$ cat src/rtl/axi_rd_rr_arbiter.sv
// axi_rd_rr_arbiter: N-master to 1-slave AXI read-path arbiter, single beat,
// one transaction outstanding. The grant is held from AR handshake to R handshake.
// Optional build macro AXI_RD_ARB_FIXED_PRIO_EN: highest index wins, no rr pointer.
module axi_rd_rr_arbiter #(
  parameter int unsigned N_MASTERS      = 2,
  parameter int unsigned AXI_ADDR_WIDTH = 32,
  parameter int unsigned AXI_DATA_WIDTH = 64
) (
  input  logic                                  clk,
  input  logic                                  rst,
  input  logic [N_MASTERS-1:0]                  m_ar_valid_i,
  output logic [N_MASTERS-1:0]                  m_ar_ready_o,
  input  logic [N_MASTERS*AXI_ADDR_WIDTH-1:0]   m_ar_addr_i,
  output logic [N_MASTERS-1:0]                  m_r_valid_o,
  input  logic [N_MASTERS-1:0]                  m_r_ready_i,
  output logic [2*N_MASTERS-1:0]                m_r_resp_o,
  output logic [N_MASTERS*AXI_DATA_WIDTH-1:0]   m_r_data_o,
  output logic                                  s_ar_valid_o,
  input  logic                                  s_ar_ready_i,
  output logic [AXI_ADDR_WIDTH-1:0]             s_ar_addr_o,
  input  logic                                  s_r_valid_i,
  output logic                                  s_r_ready_o,
  input  logic [1:0]                            s_r_resp_i,
  input  logic [AXI_DATA_WIDTH-1:0]             s_r_data_i,
  output logic [((N_MASTERS > 1) ? $clog2(N_MASTERS) : 1)-1:0] grant_o,
  output logic                                  busy_o
);

  localparam int unsigned N  = N_MASTERS;
  localparam int unsigned AW = AXI_ADDR_WIDTH;
  localparam int unsigned DW = AXI_DATA_WIDTH;
  localparam int unsigned GW = (N > 1) ? $clog2(N) : 1;

  localparam logic [1:0] S_IDLE = 2'd0;
  localparam logic [1:0] S_ADDR = 2'd1;
  localparam logic [1:0] S_DATA = 2'd2;

  logic [1:0]    r_state;
  logic [1:0]    w_state_nxt;
  logic [GW-1:0] r_grant;
  logic [GW-1:0] w_grant_nxt;
  logic [GW-1:0] w_win;
  logic          w_any;
  logic          w_sel_ar_valid;
  logic          w_sel_r_ready;
  logic [AW-1:0] w_sel_addr;

`ifndef AXI_RD_ARB_FIXED_PRIO_EN
  logic [GW-1:0] r_rr_ptr;
  logic [GW-1:0] w_rr_ptr_nxt;
  logic [GW-1:0] w_grant_inc;
  logic [N-1:0]  w_rot;
  logic [GW-1:0] w_off;
  logic [GW:0]   w_sum;
`endif

  assign w_any = |m_ar_valid_i;

`ifdef AXI_RD_ARB_FIXED_PRIO_EN
  // Fixed priority: highest requesting index wins.
  always_comb begin
    w_win = '0;
    for (int k = 0; k < N; k++) begin
      if (m_ar_valid_i[k]) w_win = GW'(k);
    end
  end
`else
  // Round robin: rotate requests so rr_ptr is bit 0, take first set bit, rotate back.
  always_comb begin
    w_rot = N'({m_ar_valid_i, m_ar_valid_i} >> r_rr_ptr);
    w_off = '0;
    for (int k = N - 1; k >= 0; k--) begin
      if (w_rot[k]) w_off = GW'(k);
    end
    w_sum = {1'b0, r_rr_ptr} + {1'b0, w_off};
    if (w_sum >= (GW+1)'(N)) w_sum = w_sum - (GW+1)'(N);
    w_win = w_sum[GW-1:0];
  end

  assign w_grant_inc = (r_grant == GW'(N - 1)) ? '0 : r_grant + GW'(1);
`endif

  // Mux out the owner's request-side signals.
  always_comb begin
    w_sel_ar_valid = 1'b0;
    w_sel_r_ready  = 1'b0;
    w_sel_addr     = '0;
    for (int k = 0; k < N; k++) begin
      if (GW'(k) == r_grant) begin
        w_sel_ar_valid = m_ar_valid_i[k];
        w_sel_r_ready  = m_r_ready_i[k];
        w_sel_addr     = m_ar_addr_i[k*AW +: AW];
      end
    end
  end

  // State, grant and round-robin pointer registers.
  always_ff @(posedge clk) begin
    if (rst) begin
      r_state  <= S_IDLE;
      r_grant  <= '0;
`ifndef AXI_RD_ARB_FIXED_PRIO_EN
      r_rr_ptr <= '0;
`endif
    end else begin
      r_state  <= w_state_nxt;
      r_grant  <= w_grant_nxt;
`ifndef AXI_RD_ARB_FIXED_PRIO_EN
      r_rr_ptr <= w_rr_ptr_nxt;
`endif
    end
  end

  // Next-state: arbitrate in IDLE, lock grant through ADDR and DATA.
  always_comb begin
    w_state_nxt  = r_state;
    w_grant_nxt  = r_grant;
`ifndef AXI_RD_ARB_FIXED_PRIO_EN
    w_rr_ptr_nxt = r_rr_ptr;
`endif
    case (r_state)
      S_IDLE: begin
        if (w_any) begin
          w_grant_nxt = w_win;
          w_state_nxt = S_ADDR;
        end
      end
      S_ADDR: begin
        // A dropped request abandons the slot without issuing anything.
        if (!w_sel_ar_valid)   w_state_nxt = S_IDLE;
        else if (s_ar_ready_i) w_state_nxt = S_DATA;
      end
      S_DATA: begin
        if (s_r_valid_i && w_sel_r_ready) begin
          w_state_nxt  = S_IDLE;
`ifndef AXI_RD_ARB_FIXED_PRIO_EN
          w_rr_ptr_nxt = w_grant_inc;
`endif
        end
      end
      default: w_state_nxt = S_IDLE;
    endcase
  end

  // Output decode; reset forces everything quiet so an abandoned response is not forwarded.
  always_comb begin
    m_ar_ready_o = '0;
    m_r_valid_o  = '0;
    m_r_data_o   = '0;
    m_r_resp_o   = '0;
    s_ar_valid_o = 1'b0;
    s_ar_addr_o  = '0;
    s_r_ready_o  = 1'b0;
    grant_o      = '0;
    busy_o       = 1'b0;
    if (!rst) begin
      grant_o = r_grant;
      busy_o  = (r_state == S_ADDR) || (r_state == S_DATA);
      if (r_state == S_ADDR) begin
        s_ar_valid_o = w_sel_ar_valid;
        s_ar_addr_o  = w_sel_addr;
      end
      if (r_state == S_DATA) s_r_ready_o = w_sel_r_ready;
      for (int k = 0; k < N; k++) begin
        if (GW'(k) == r_grant) begin
          if (r_state == S_ADDR) m_ar_ready_o[k] = s_ar_ready_i;
          if (r_state == S_DATA) begin
            m_r_valid_o[k]           = s_r_valid_i;
            m_r_data_o[k*DW +: DW]   = s_r_data_i;
            m_r_resp_o[2*k +: 2]     = s_r_resp_i;
          end
        end
      end
    end
  end

endmodule

$ cat config.mk
export PLATFORM = sky130hd
export DESIGN_NAME = axi_rd_rr_arbiter
export DESIGN_NICKNAME = d
export VERILOG_FILES = /design/src/rtl/axi_rd_rr_arbiter.sv
export SDC_FILE = /design/constraint.sdc
export NUM_CORES = 1
export LEC_CHECK = 0
export ABC_AREA = 1
export BUFFER_PORTS_ARGS = -buffer_cell sky130_fd_sc_hd__buf_4
export CORE_AREA = 4 4 120 122
export CTS_CLUSTER_SIZE = 20
export DETAILED_ROUTE_END_ITERATION = 8
export DIE_AREA = 0 0 124 126
export PLACE_DENSITY = 0.41
export SLEW_MARGIN = 40
export SYNTH_ARGS = -nofsm -noshare
export SYNTH_HDL_FRONTEND = slang
export SYNTH_SLANG_ARGS = --single-unit
$ cat constraint.sdc
create_clock -name clk -period 1.5 [get_ports clk]
set_input_delay 0.075 -clock clk [delete_from_list [all_inputs] [get_ports clk]]
set_output_delay 0.075 -clock clk [all_outputs]
set_load 0.1 [all_outputs]
==> impl_summary.md <==
Status
The run finished, with violations left. The final reports fail on negative setup slack.

STA
The worst pin sits at a relative slew slack of 78.7%. Setup violations remaining at the end of the flow were counted as 151. The highest clock rate is approximately 620 MHz.

The number of max-slew violations in the final report was 0. Setup repair after global routing could not meet its margin everywhere. The clock period minus worst slack is around 1600 ps. The final-report hold violation count is 0.

At the pin with the least slew margin, the transition time is 321 ps. The clock arrives with about 1.8 ps of skew. Dividing the final minimum period by the clock period gives 108%. The worst path setup slack after routing is -115 ps.

Placement
Before CTS, the worst setup slack after placement is -18.8 ps. At the end of routability-driven placement, the weighted congestion stood at 0.831. The number of cells in the design after placement is between 800 and 900. The count of input and output buffers is between 300 and 400. Detailed placement ended at an HPWL of 11800 um. Summing all placed instances gives a cell area of around 6200 um^2.

Clocking
The maximum clock insertion buffer count is 2. The clock tree root driver cell is clkbuf_16. The clock latency on the worst-skew pair is around 230 ps.

The number of clock sinks is 4. The level count of the clock H-tree is 1. TritonCTS built the clock tree. The number of clock buffers inserted by TritonCTS is 3.

After clock tree synthesis, the clock-pin slew on the worst setup and hold paths is approximately 30 ps.

Worst setup path
Of all nets on the critical path, the largest fanout is 13. Walking the worst path, the cells encountered are inv_2 -> ha_4 -> buf_12 -> buf_12 -> nand2_2 -> nor2_4 -> buf_12. For this design, the slowest cell found on the critical path is dfxtp_2. The startpoint type of the worst setup path is a flop. The kind of end point of the critical path is an output pin. The depth of the worst register-to-register path is 10. In this design, the stage delay of the slowest critical-path cell is between 300 and 400 ps. In this run the critical register-to-register path is captured at r_state[1]. The most critical setup path has its endpoint at m_r_data_o[100]. The critical path runs through a total of 7 cells.

The worst register-to-register path has a setup slack of 90 ps. The most numerous cell type found on the critical path is buf_12. Counting both buffers and inverters, the worst setup path holds a total of 4. The arrival time at the worst endpoint is approximately 1500 ps. In this run the critical register-to-register path is launched from r_state[0]. Data on the critical path is required at its endpoint by approximately 1400 ps. The type of the setup path with the least slack is reg -> out. The category of cells accounting for the largest share of critical-path delay is buffers and inverters.

The most critical setup path has its startpoint at r_state[0].

Routing
The first TritonRoute pass finished after 4 iterations. After detailed routing, the number of vias per cell comes to 4.28. The initial DRC count is between 100 and 150. The count of unresolved DRC violations after routing is 0. For this block, the via count after detailed routing is approximately 3800. The average wire per standard cell is roughly 18 um. The number of nets with antenna violations after routing is 0. The final layout contains routed wiring with a total length of approximately 16000 um.

Logic synthesis
The count of yosys warnings during synthesis is 0. Summing every instance area after synthesis gives 1730 um^2. The average instance in the mapped netlist occupies between 4 and 5 um^2. Synthesis produced 387 cells. The number of register bits inferred by synthesis is 4.

The cell taking the most area after synthesis is nor2_1. Synthesis instantiated 23 different standard cells from the library. Of the synthesized area, sequential elements account for under 10%. The area share of the largest cell type after synthesis is a little over two fifths. Sorting the synthesized cells by area gives the leading types as nor2_1 (42%), nand2_1 (18%), nor3_1 (9.2%), buf_2 (6.3%), dfxtp_1 (4.6%). Synthesis produced a netlist with a net count of approximately 530.

Job
The max-cap violation count is 0.

Final layout
The final standard cell area without fillers is 9010 um^2. The register cell area after layout is about 90 um^2. The share of layout cells above drive strength 1 is 86.3%. The area growth from synthesis to layout is 420%. Leaving out filler cells and counting taps, the final layout contains 892. The net total in the final layout is 860. In the final layout, the multi-input gates occupy approximately 3300 um^2. 0 antenna diodes ended up in the layout.

The layout filler cell count is approximately 960.

Die
The initial utilization of the core area, before any placement, comes to around an eighth. In this run the horizontal extent of the chip is 124 um. After floorplanning, the core was divided into 42 placement rows. The full die area is approximately 16000 um^2. The core area is roughly 13000 um^2. The height of the die is about 130 um. The number of top-level pins is 310.

GRT
The number of global-route vias before repair is approximately 4200. The first global-routing pass estimated 24000 um of wire. Global routing finished with a remaining overflow of 0. Global routing used slightly below 20% of the available tracks. The pin count of the biggest net entering global routing is 34. The initial antenna violation count is 0.

Power and ir drop
The reported leakage power is ~3.4 nW. IR analysis of the VDD net gives a maximum drop of approximately 0.37 mV. The power density over the cells is 612 nW/um^2.

Worst hold path
The path class of the tightest hold or removal check is in -> reg. The cell depth of the worst hold path is 2.
## through the flow
stage          hold slack (ps)  TNS, ps  total power, mW  util [%]
6_report                  90.6    -7570             5.52      68.3
5_1_grt                   94.6   -15790             5.74      68.3
4_1_cts                   84.3    -9220             5.39      66.6
3_5_place_dp               315    -47.5             4.11      47.2
3_3_place_gp               329        0             4.10      47.2
2_1_floorplan              241   -39140             3.18         -
## cell type report
type	count	area share, %
clock buffers	3	0.833
inverters	12	0.666
multi-input cells	338	36.2
flip-flops and latches	4	0.986
well taps	176	2.44
repair buffers	359	58.9
## power breakdown
part	switching [mW]	internal, mW	leakage, nW
clock network	0.0777	0.341	0.0370
registers	0.0232	0.129	0.0345
logic	3.09	1.85	3.29
## Yosys cell counts
master      n
dfxtp_1     4
nor2_4      1
a21oi_1     2
buf_2      22
nor3_1     32
inv_4       1
nand2_2     1
ha_1        4
a31oi_1     1
buf_8       1
nand3_1     2
inv_1       9
nor2_2     10
clkbuf_1    4
nand2_1    84
buf_6       4
inv_2       2
buf_4       2
o22ai_1     1
o21ai_0     1
nor2_1    196
nand3_2     2
o211ai_1    1
## logic make-up after synthesis
logic type,count (synthesis),synth area share (%)
adders and majority gates,4,2.89
DFF,4,4.62
and+or+nand+nor,328,76.2
AOI/OAI and AO/OA,6,2.02
buffers and inverters,45,14.3
## flip-flops by register name, indices dropped and copies added, names as in the netlist
| name | flops |
|---|---|
| r_state | 2 |
| r_grant | 1 |
| r_rr_ptr | 1 |
## worst min path at each step
stage / startpoint / end
floorplan: m_ar_valid_i[1] / r_grant
global placement: rst / r_rr_ptr
detailed placement: rst / r_rr_ptr
CTS: rst / r_rr_ptr
global route: rst / r_rr_ptr
finish: rst / r_rr_ptr
## per-layer routing
metal  track usage [%]  wire [um]  vias to the layer above  part of all wire, %
met5                 0          0                        -                    0
met4              5.22        367                        0                  2.3
met3              5.83       1580                       24                  9.8
met2              39.2       9290                      179                   58
met1              18.6       4910                     1759                   30
li1                  -          -                     1856                    -
## timing repair
| item | 4_1_cts | 5_1_grt |
|---|---|---|
| hold buffers | 0 | 0 |
| buffers inserted | 9 | 3 |
| gates cloned | 8 | 4 |
| pin swaps | 28 | 11 |
| gates resized for setup | 526 | 30 |
| setup endpoints to repair | 171 | 170 |
## placed cells by master, fill, tap and decap left out, types with 3 or more instances in the layout
cell type	synthesis	layout
nor2_1	196	67
nor2_4	1	140
buf_4	2	156
buf_6	4	3
nand2_2	1	41
buf_16	0	10
nor3_4	0	31
nand2_4	0	17
nand2_1	84	14
inv_1	9	7
inv_2	2	3
buf_12	0	183
clkbuf_16	0	7
nand2_8	0	13
Note: power is estimated with default switching activity, not from simulation.
